--- config.mk ---
export PLATFORM = sky130hd
export DESIGN_NAME = pulse_schedule_ctrl_flat
export DESIGN_NICKNAME = d
export VERILOG_FILES = /design/src/rtl/pulse_schedule_ctrl_if.sv /design/src/rtl/pulse_schedule_ctrl.sv /design/src/flat_wrapper.sv
export SDC_FILE = /design/constraint.sdc
export NUM_CORES = 1
export LEC_CHECK = 0
export BUFFER_PORTS_ARGS = -buffer_cell sky130_fd_sc_hd__buf_2
export CORE_ASPECT_RATIO = 1.2
export CORE_MARGIN = 5
export CORE_UTILIZATION = 50
export DETAILED_ROUTE_END_ITERATION = 7
export GPL_TIMING_DRIVEN = 0
export HOLD_SLACK_MARGIN = 0.15
export PLACE_DENSITY_LB_ADDON = 0.25
export SLEW_MARGIN = 30
export SYNTH_ARGS = -nofsm -noshare
export SYNTH_HDL_FRONTEND = slang
export SYNTH_SLANG_ARGS = --single-unit
--- constraint.sdc ---
create_clock -name clk -period 2.8 [get_ports clk]
set_input_delay 0.42 -clock clk [delete_from_list [all_inputs] [get_ports clk]]
set_output_delay 0.42 -clock clk [all_outputs]
set_load 0.1 [all_outputs]
--- src/rtl/pulse_schedule_ctrl_if.sv ---
// rtl/pulse_schedule_ctrl_if.sv - control, table-config and output bundle of the pulse schedule sequencer
interface pulse_schedule_ctrl_if #(
  parameter int SEG_DEPTH = 16,
  parameter int HP_W      = 23,
  parameter int DUR_W     = 9
);
  localparam int AW = $clog2(SEG_DEPTH);

  logic             start;
  logic             abort;
  logic             cfg_we;
  logic [AW-1:0]    cfg_addr;
  logic [DUR_W-1:0] cfg_dur;
  logic [HP_W-1:0]  cfg_hp;
  logic [AW:0]      num_segs;
  logic [HP_W-1:0]  half_period;
  logic             pulse_en;
  logic [AW-1:0]    seg_idx;
  logic [DUR_W-1:0] elapsed_sec;
  logic             busy;
  logic             done;
  logic             cfg_err;

  modport master (
    output start, abort, cfg_we, cfg_addr, cfg_dur, cfg_hp, num_segs,
    input  half_period, pulse_en, seg_idx, elapsed_sec, busy, done, cfg_err
  );

  modport slave (
    input  start, abort, cfg_we, cfg_addr, cfg_dur, cfg_hp, num_segs,
    output half_period, pulse_en, seg_idx, elapsed_sec, busy, done, cfg_err
  );
endinterface

--- src/rtl/pulse_schedule_ctrl.sv ---
// rtl/pulse_schedule_ctrl.sv - segment-table sequencer driving the step-pulse generator
module pulse_schedule_ctrl #(
  parameter int CLK_HZ    = 100000000,
  parameter int SEG_DEPTH = 16,
  parameter int HP_W      = 23,
  parameter int DUR_W     = 9
) (
  input  logic                 clk,
  input  logic                 rst_n,
  pulse_schedule_ctrl_if.slave bus
);
  localparam int AW = $clog2(SEG_DEPTH);
  localparam int TW = $clog2(CLK_HZ + 1);
  localparam logic [TW-1:0] TICK_LAST = TW'(CLK_HZ - 1);
  localparam logic [AW:0]   SEGS_MAX  = (AW+1)'(SEG_DEPTH);

  typedef enum logic [1:0] {ST_IDLE, ST_LOAD, ST_RUN, ST_DONE} state_t;

  state_t           r_state, w_next_state;
  logic [DUR_W-1:0] r_tab_dur [SEG_DEPTH];
  logic [HP_W-1:0]  r_tab_hp  [SEG_DEPTH];
  logic [TW-1:0]    r_tick, w_tick;
  logic [DUR_W-1:0] r_remain, w_remain;
  logic [AW-1:0]    r_seg_idx, w_seg_idx;
  logic [AW-1:0]    r_last_idx, w_last_idx;
  logic [DUR_W-1:0] r_elapsed, w_elapsed;
  logic [HP_W-1:0]  r_half_period, w_half_period;
  logic             r_pulse_en, w_pulse_en;
  logic             r_busy, r_done, r_cfg_err;
  logic [AW:0]      w_segs_clamped;
  logic [DUR_W-1:0] w_cur_dur;
  logic [HP_W-1:0]  w_cur_hp;
  logic             w_is_last;

  assign w_segs_clamped = (bus.num_segs > SEGS_MAX) ? SEGS_MAX : bus.num_segs;
  assign w_cur_dur      = r_tab_dur[r_seg_idx];
  assign w_cur_hp       = r_tab_hp[r_seg_idx];
  assign w_is_last      = (r_seg_idx == r_last_idx);

  // State register
  always_ff @(posedge clk or negedge rst_n) begin
    if (!rst_n) r_state <= ST_IDLE;
    else        r_state <= w_next_state;
  end

  // Next-state and next-value logic; abort is tested first so it beats any segment end
  always_comb begin
    w_next_state  = r_state;
    w_tick        = r_tick;
    w_remain      = r_remain;
    w_seg_idx     = r_seg_idx;
    w_last_idx    = r_last_idx;
    w_elapsed     = r_elapsed;
    w_half_period = r_half_period;
    w_pulse_en    = r_pulse_en;
    case (r_state)
      ST_IDLE: begin
        w_half_period = '0;
        w_pulse_en    = 1'b0;
        if (bus.start) begin
          w_seg_idx = '0;
          w_elapsed = '0;
          w_tick    = '0;
          if (bus.num_segs == '0) begin
            w_next_state = ST_DONE;
          end else if (!bus.abort) begin
            w_next_state = ST_LOAD;
            w_last_idx   = AW'(w_segs_clamped - (AW+1)'(1));
          end
        end
      end
      ST_LOAD: begin
        // half_period/pulse_en keep last segment's values so the generator sees no gap
        if (bus.abort) begin
          w_next_state  = ST_IDLE;
          w_half_period = '0;
          w_pulse_en    = 1'b0;
        end else if (w_cur_dur == '0) begin
          if (w_is_last) begin
            w_next_state  = ST_DONE;
            w_half_period = '0;
            w_pulse_en    = 1'b0;
          end else begin
            w_seg_idx = r_seg_idx + AW'(1);
          end
        end else begin
          w_next_state  = ST_RUN;
          w_remain      = w_cur_dur;
          w_half_period = w_cur_hp;
          w_pulse_en    = (w_cur_hp != '0);
        end
      end
      ST_RUN: begin
        if (bus.abort) begin
          w_next_state  = ST_IDLE;
          w_half_period = '0;
          w_pulse_en    = 1'b0;
        end else if (r_tick == TICK_LAST) begin
          w_tick    = '0;
          w_remain  = r_remain - DUR_W'(1);
          w_elapsed = (r_elapsed == '1) ? r_elapsed : r_elapsed + DUR_W'(1);
          if (r_remain == DUR_W'(1)) begin
            if (w_is_last) begin
              w_next_state  = ST_DONE;
              w_half_period = '0;
              w_pulse_en    = 1'b0;
            end else begin
              w_next_state = ST_LOAD;
              w_seg_idx    = r_seg_idx + AW'(1);
            end
          end
        end else begin
          w_tick = r_tick + TW'(1);
        end
      end
      ST_DONE: begin
        w_next_state  = ST_IDLE;
        w_half_period = '0;
        w_pulse_en    = 1'b0;
      end
      default: w_next_state = ST_IDLE;
    endcase
  end

  // Datapath, table storage and registered outputs
  always_ff @(posedge clk or negedge rst_n) begin
    if (!rst_n) begin
      for (int i = 0; i < SEG_DEPTH; i++) begin
        r_tab_dur[i] <= '0;
        r_tab_hp[i]  <= '0;
      end
      r_tick        <= '0;
      r_remain      <= '0;
      r_seg_idx     <= '0;
      r_last_idx    <= '0;
      r_elapsed     <= '0;
      r_half_period <= '0;
      r_pulse_en    <= 1'b0;
      r_busy        <= 1'b0;
      r_done        <= 1'b0;
      r_cfg_err     <= 1'b0;
    end else begin
      if (bus.cfg_we && r_state == ST_IDLE) begin
        r_tab_dur[bus.cfg_addr] <= bus.cfg_dur;
        r_tab_hp[bus.cfg_addr]  <= bus.cfg_hp;
      end
      r_tick        <= w_tick;
      r_remain      <= w_remain;
      r_seg_idx     <= w_seg_idx;
      r_last_idx    <= w_last_idx;
      r_elapsed     <= w_elapsed;
      r_half_period <= w_half_period;
      r_pulse_en    <= w_pulse_en;
      r_busy        <= (w_next_state == ST_LOAD) || (w_next_state == ST_RUN);
      r_done        <= (w_next_state == ST_DONE);
      r_cfg_err     <= bus.cfg_we && (r_state != ST_IDLE);
    end
  end

  assign bus.half_period = r_half_period;
  assign bus.pulse_en    = r_pulse_en;
  assign bus.seg_idx     = r_seg_idx;
  assign bus.elapsed_sec = r_elapsed;
  assign bus.busy        = r_busy;
  assign bus.done        = r_done;
  assign bus.cfg_err     = r_cfg_err;
endmodule
--- src/flat_wrapper.sv ---
// flat-port wrapper written by rule: the top's interface ports become plain ports
module pulse_schedule_ctrl_flat 
#(
  parameter int CLK_HZ    = 100000000,
  parameter int SEG_DEPTH = 16,
  parameter int HP_W      = 23,
  parameter int DUR_W     = 9
)
  (clk, rst_n, bus_start, bus_abort, bus_cfg_we, bus_cfg_addr, bus_cfg_dur, bus_cfg_hp, bus_num_segs, bus_half_period, bus_pulse_en, bus_seg_idx, bus_elapsed_sec, bus_busy, bus_done, bus_cfg_err);
  pulse_schedule_ctrl_if #(.SEG_DEPTH(SEG_DEPTH), .HP_W(HP_W), .DUR_W(DUR_W)) bus_i ();
  input  logic clk;
  input  logic rst_n;
  input wire logic [$bits(bus_i.start)-1:0] bus_start;
  input wire logic [$bits(bus_i.abort)-1:0] bus_abort;
  input wire logic [$bits(bus_i.cfg_we)-1:0] bus_cfg_we;
  input wire logic [$bits(bus_i.cfg_addr)-1:0] bus_cfg_addr;
  input wire logic [$bits(bus_i.cfg_dur)-1:0] bus_cfg_dur;
  input wire logic [$bits(bus_i.cfg_hp)-1:0] bus_cfg_hp;
  input wire logic [$bits(bus_i.num_segs)-1:0] bus_num_segs;
  output wire logic [$bits(bus_i.half_period)-1:0] bus_half_period;
  output wire logic [$bits(bus_i.pulse_en)-1:0] bus_pulse_en;
  output wire logic [$bits(bus_i.seg_idx)-1:0] bus_seg_idx;
  output wire logic [$bits(bus_i.elapsed_sec)-1:0] bus_elapsed_sec;
  output wire logic [$bits(bus_i.busy)-1:0] bus_busy;
  output wire logic [$bits(bus_i.done)-1:0] bus_done;
  output wire logic [$bits(bus_i.cfg_err)-1:0] bus_cfg_err;
  assign bus_i.start = bus_start;
  assign bus_i.abort = bus_abort;
  assign bus_i.cfg_we = bus_cfg_we;
  assign bus_i.cfg_addr = bus_cfg_addr;
  assign bus_i.cfg_dur = bus_cfg_dur;
  assign bus_i.cfg_hp = bus_cfg_hp;
  assign bus_i.num_segs = bus_num_segs;
  assign bus_half_period = bus_i.half_period;
  assign bus_pulse_en = bus_i.pulse_en;
  assign bus_seg_idx = bus_i.seg_idx;
  assign bus_elapsed_sec = bus_i.elapsed_sec;
  assign bus_busy = bus_i.busy;
  assign bus_done = bus_i.done;
  assign bus_cfg_err = bus_i.cfg_err;
  pulse_schedule_ctrl #(.CLK_HZ(CLK_HZ), .SEG_DEPTH(SEG_DEPTH), .HP_W(HP_W), .DUR_W(DUR_W)) u_core (.clk(clk), .rst_n(rst_n), .bus(bus_i));
endmodule
==> Yosys cells after proc, flatten, opt, wreduce, memory -nomap -nowiden <==
Cells that the tools add are included.
{ "totals": {"ff_bits": 594, "inputBits": 46, "out_inout_bits": 40, "word_cells": 155} }
{ "op_classes": {"n_addsub": 5, "magnitude_cmp": 4, "n_eq_ne": 20, "mux": 60, "bitwise": 4, "n_reduce_logical": 19} }
{ "ops": {"columns": ["op", "count"], "rows": [
  ["$bwmux 368", 1],
  ["$mux 23", 9],
  ["$bwmux 144", 1],
  ["$mux 9", 11],
  ["$bmux 23 s4", 1],
  ["$demux 23 s4", 1],
  ["$mux 27", 3],
  ["$pmux 23 s3", 1],
  ["$pmux 27 s2", 1],
  ["$bmux 9 s4", 1],
  ["$demux 9 s4", 1],
  ["$pmux 9 s2", 2],
  ["$mux 4", 8],
  ["$add 27x1->27 const B", 1],
  ["$eq 27x27->1 const B", 1],
  ["$reduce_bool 23->1", 1],
  ["$mux 2", 10],
  ["$pmux 4 s3", 1],
  ["$ge 5x5->1 const B", 2],
  ["$ne 2x2->1 const B", 5],
  ["$not 4->5", 2],
  ["$reduce_and 5->1", 2],
  ["$add 9x1->9 const B", 1],
  ["$eq 9x1->1 const B", 1],
  ["other kinds (27)", 44]
]} }

==> Logic depth before layout (Yosys ltp) <==
{ "depth": {"depth_word": 10, "ltp_mapped": 12, "mapped_depth_nobuf": 10} }

==> Least setup slack after synthesis <==
No wires, ideal clock.
{ "synth_path": {"path_type": "reg-to-reg", "startpoint": "register u_core.r_seg_idx[1], in the netlist u_core.bus.seg_idx[1]", "endpoint": "register u_core.r_pulse_en, in the netlist u_core.bus.pulse_en", "setup_ns": 0.130, "arrival_time_ns": 3.590, "required_time_ns": 2.670, "setup_slack_ns": -0.920, "stages_incl_launch_ff": 11, "n_path_buf": 4, "synth_period_minus_slack_ns": 3.720, "path_cell_list": "dfrtp_1 buf_2 buf_2 clkbuf_1 clkbuf_1 mux4_2 a221oi_1 nand2_1 or3_1 nor4_2 o22ai_1"} }
{ "synth_via": {"elab_chain_cells": 8, "word_cells_on_any_way": 17, "cone_classes": "1 x eq/ne; 13 x mux; 1 x bitwise; 2 x reduce/logical"} }
{ "synth_lines": {"columns": ["element", "line_no", "text"], "rows": [
  ["from (decl)", "pulse_schedule_ctrl.sv:24", "logic [AW-1:0] r_seg_idx, w_seg_idx;"],
  ["from (signal assigned)", "pulse_schedule_ctrl.sv:149", "r_seg_idx <= w_seg_idx;"],
  ["$not 4->5 (not written as such)", "pulse_schedule_ctrl.sv:36, pulse_schedule_ctrl.sv:37", null],
  ["$bmux 23 s4 or $bmux 9 s4 (tied branches)", "pulse_schedule_ctrl.sv:37, pulse_schedule_ctrl.sv:36", null],
  ["$mux 23 (not written as such) or $mux 9 (tied branches) (2 in a row)", "pulse_schedule_ctrl.sv:37, pulse_schedule_ctrl.sv:36", null],
  ["$reduce_bool 23->1 or $logic_not 9->1 (tied branches)", "pulse_schedule_ctrl.sv:90, pulse_schedule_ctrl.sv:78", null],
  ["$mux 1", "pulse_schedule_ctrl.sv:78", "end else if (w_cur_dur == '0) begin"],
  ["$mux 1", "pulse_schedule_ctrl.sv:74", "if (bus.abort) begin"],
  ["$pmux 1 s3 *", "pulse_schedule_ctrl.sv:56", "case (r_state)"],
  ["to (signal assigned)", "pulse_schedule_ctrl.sv:153", "r_pulse_en <= w_pulse_en;"],
  ["to (decl)", "pulse_schedule_ctrl.sv:28", "logic r_pulse_en, w_pulse_en;"]
]} }
Every way passes the cells marked *; elsewhere a longest branch is shown, timed or not. The select of a mux whose other input is x is not followed.
A chain may end at the register's enable or synchronous reset.

==> Worst setup path after layout <==
Same ends and word-level chain as after synthesis.

==> results by group <==
Status
  – Status: finished, violations left
  – Failing checks: setup timing

Placement
  – DP HPWL: roughly 50000 µm
  – PortBufs: 84
  – Dpl ws: -1680 ps
  – Routability cong.: 0.850

Setup path
  – Crit. End Element: flop
  – Startpoint types: flop
  – Slowest cell delay on critical path: approximately 550 ps
  – Slowest stage cell, crit path: mux4_2
  – CP Max Fanout: 10
  – Kind of critical path: reg -> reg
  – Worst endpoint required time: 3300 ps
  – Critical path cell sequence: buf_6, buf_12, buf_8, clkbuf_8, mux4_2, mux4_2, nor4_2, nand2_2, nor4_4, o22ai_1
  – Delay-heaviest family, CP: multiplexers
  – Worst path most repeated cell: mux4_2
  – Critical Path AT: around 3800 ps
  – Origin of the critical flop-to-flop path: u_core.bus.seg_idx[1]
  – Worst Setup SP: u_core.bus.seg_idx[1]
  – CP Buf/Inv Count: 4

Detailed routing
  – Number of DRC markers in iteration 0: around 1500
  – WL final: between 70000 and 80000 µm
  – Antenna-violating nets left: 0
  – Vias: roughly 18000
  – Wire length per cell: roughly 27 µm
  – Vias per cell: 6.18
  – DR pass1 iterations: 6
  – Drt drc: 0

Clock tree
  – Clock sinks: 594
  – Max clock buf depth: 3
  – H-tree levels: 2
  – CTS tree: built
  – CTS Buf Count: about 60
  – CTS root buf: clkbuf_16
  – Clock Latency Late Sink: between 600 and 700 ps
  – Clock-pin slew on the worst setup and hold paths: 60 ps

Logic synthesis
  – Largest family of logic cells by synthesized area: multiplexers
  – Cell variety after synth: 63
  – Post-synth top cells: dfrtp_1 (594), mux2_2 (514), mux4_2 (135), clkbuf_1 (104), nor2_1 (59)
  – Post-synth ARST share: 1.00
  – Avg Inst Size Synth: ~14 µm²
  – Post-synth EDFFs: 0
  – Mux contribution to synthesized area: 0.322
  – Yosys reg bits: between 500 and 600
  – Synth Area in Simple Gates: 0.0525
  – Ys Warns: 0
  – Post-synth top area cell: dfrtp_1
  – Net count after synthesis: 1969
  – Yosys top cell area share: 0.539
  – Synth Flop Type: dfrtp_1
  – Complex-gate fraction of the synthesized area: 0.0451
  – Sequential cell area fraction in the yosys report: 0.539
  – Top-count cell post-synth: dfrtp_1
  – Post-synthesis cell area: approximately 28000 µm²
  – Synth Instances: 1911
  – Post-Synth XOR/XNOR Area: 0.00603
  – Top post-synthesis cells by area: dfrtp_1 (54%), mux2_2 (21%), mux4_2 (11%)
  – Adder-cell share of the synthesized area: 0.00544

Timing
  – Tmin final: around 3300 ps
  – Max Slew Vio Count: 0
  – Relative slew margins: 0.414
  – Setup ws final: -478 ps
  – Setup violators final: 40
  – Clk_skew: between 20 and 25 ps
  – RSZ-0062 raised after global routing: true
  – Fmax achieved: approximately 310 MHz
  – Tcrit/Tclk final: 1.17
  – Total negative setup slack: -11390 ps
  – Final hold violations: 0
  – Actual slew at the worst max-slew pin: between 800 and 900 ps

Pwr
  – Leakage power: between 10 and 15 nW
  – Pwr dens: ~1100 nW/µm²
  – Flop pwr share: 0.386
  – P_sw: between 10 and 15 mW
  – Pint: around 25 mW
  – Worst IR Drop VDD: roughly 0.00066 V
  – Clock share of power: 0.217
  – Logic pwr share: 0.397
  – Net Sw Frac: 0.336

GRT
  – Gr ovfl total: 0
  – Tot GR Track Use: 0.259
  – Vias in the first global route: ~19000
  – Initial antenna violation count: 2
  – First-pass GRT wire length: around 120000 µm
  – Largest net degree at the start of global routing: 93

Floorplan
  – Die X-Extent: ~220 µm
  – Boundary Pins: between 80 and 90
  – Initial Util: 0.504
  – Die H: between 200 and 300 µm
  – CORE AREA: about 55000 µm²
  – Die ar.: approximately 60000 µm²
  – Site row count: 94

Layout
  – Fin nets: ~2200
  – Layout cells sized above 1: 0.498
  – Area delta synth->final: 20.6%

Worst hold path
  – HP Class: in -> reg
  – Min-Delay Startpoint: bus_num_segs[3]

Flow run
  – Maxcap violations: 0
[final timing paths]
| check | to | slack [ps] | cells after the start |
|---|---|---|---|
| hold / removal | u_core.r_last_idx[3] | 190 | 4 |
| setup reg to reg | u_core.bus.pulse_en | -480 | 10 |
| max in group asynchronous | u_core.bus.seg_idx[2] | 1010 | 4 |
| setup / recovery | u_core.bus.pulse_en | -480 | 10 |
| hold reg to reg | u_core.r_tab_hp[130] | 500 | 1 |
| min in group asynchronous | u_core.r_tab_hp[99] | 380 | 2 |
[logic make-up (layout without fill, tap and decap cells)]
family	count (synthesis)	count (layout)
AOI/OAI and AO/OA	168	168
xor gates and xnor gates	19	19
adders and majority gates	12	12
buffers and inverters	192	490
DFF	594	594
muxes	652	652
other	0	1
and+or+nand+nor	274	274
[final cells by class]
class / instances / area [µm²]
Timing Repair Buffer: 193 / 1660
Tap cell: 720 / 901
Fill cell: 4176 / 21500
Clock buffer: 92 / 1790
Buffer: 144 / 1080
Antenna cell: 1 / 2.50
Clock inverter: 20 / 194
Sequential cell: 594 / 14900
Multi-Input combinational cell: 1125 / 12600
Inverter: 41 / 154
[through the flow]
stage	cells	cell area [µm²]	utilization	power, mW	hold WS, ps
final	2930	33300	0.608	37.3	189
after global routing	2929	33300	0.608	39.0	200
after CTS	2915	33000	0.602	36.8	157
after detailed placement	2722	29300	0.535	26.6	477
after global placement	2715	29100	0.532	26.0	479
after floorplan	1911	27800	-	23.1	124
[cells in the final DEF, fill, tap and decap left out, types with 9 or more instances in the layout]
cell,n
inv_1,41
o211ai_1,11
or4_1,12
dlygate4sd3_1,37
a221oi_4,14
nand2b_1,12
a22o_1,28
ha_1,11
clkbuf_2,38
clkbuf_1,64
buf_2,94
a221oi_2,9
nor2b_1,9
mux4_2,135
nand2_1,49
mux2_2,514
buf_16,11
dfrtp_1,590
o221ai_2,13
buf_6,31
nand3_1,28
clkinv_2,14
buf_12,14
nor3_1,16
clkbuf_8,25
nand4_1,25
buf_4,36
clkbuf_4,9
nor2_1,47
xor2_1,11
o21ai_0,34
clkbuf_16,63
or3_1,9
[sequential cells by signal, indices dropped and copies added, names as in the netlist]
name                    flops
u_core.bus.busy             1
u_core.bus.cfg_err          1
u_core.bus.done             1
u_core.bus.elapsed_sec      9
u_core.bus.half_period     23
u_core.bus.pulse_en         1
u_core.bus.seg_idx          4
u_core.r_last_idx           4
u_core.r_remain             9
u_core.r_state              2
u_core.r_tab_dur          144
u_core.r_tab_hp           368
u_core.r_tick              27
[worst min-delay path: stages]
cell	delay, ps
buf_2	110
nor2_1	100
o21ai_0	80
o21ai_0	60
[repair_timing]
item | in CTS | in global routing
pin swaps | 32 | 28
setup buffers | 45 | 19
resized for setup | 208 | 93
cloned | 5 | 3
hold buffers | 37 | 0
setup endpoints to repair | 340 | 437
hold endpoints to repair | 273 | 0
[power by group through the flow]
stage                     registers (mW)  clock network, mW  logic, mW
after floorplan                     14.6                  0       8.55
after global placement              14.1                  0       11.9
after detailed placement            14.4                  0       12.2
final                               14.4               8.11       14.8
after global routing                14.8               8.57       15.7
after CTS                           14.3               8.20       14.3
[metal layers]
metal  wire length (µm)  part of all wire  up-vias  track usage
met4               3810             0.049        2        0.104
met2              38700              0.49      625        0.435
met3               4480             0.057      209       0.0412
met5                 12           0.00015        -            0
li1                   -                 -     7685            -
met1              31200              0.40     9580        0.341
Power figures use the tool's default switching activity.
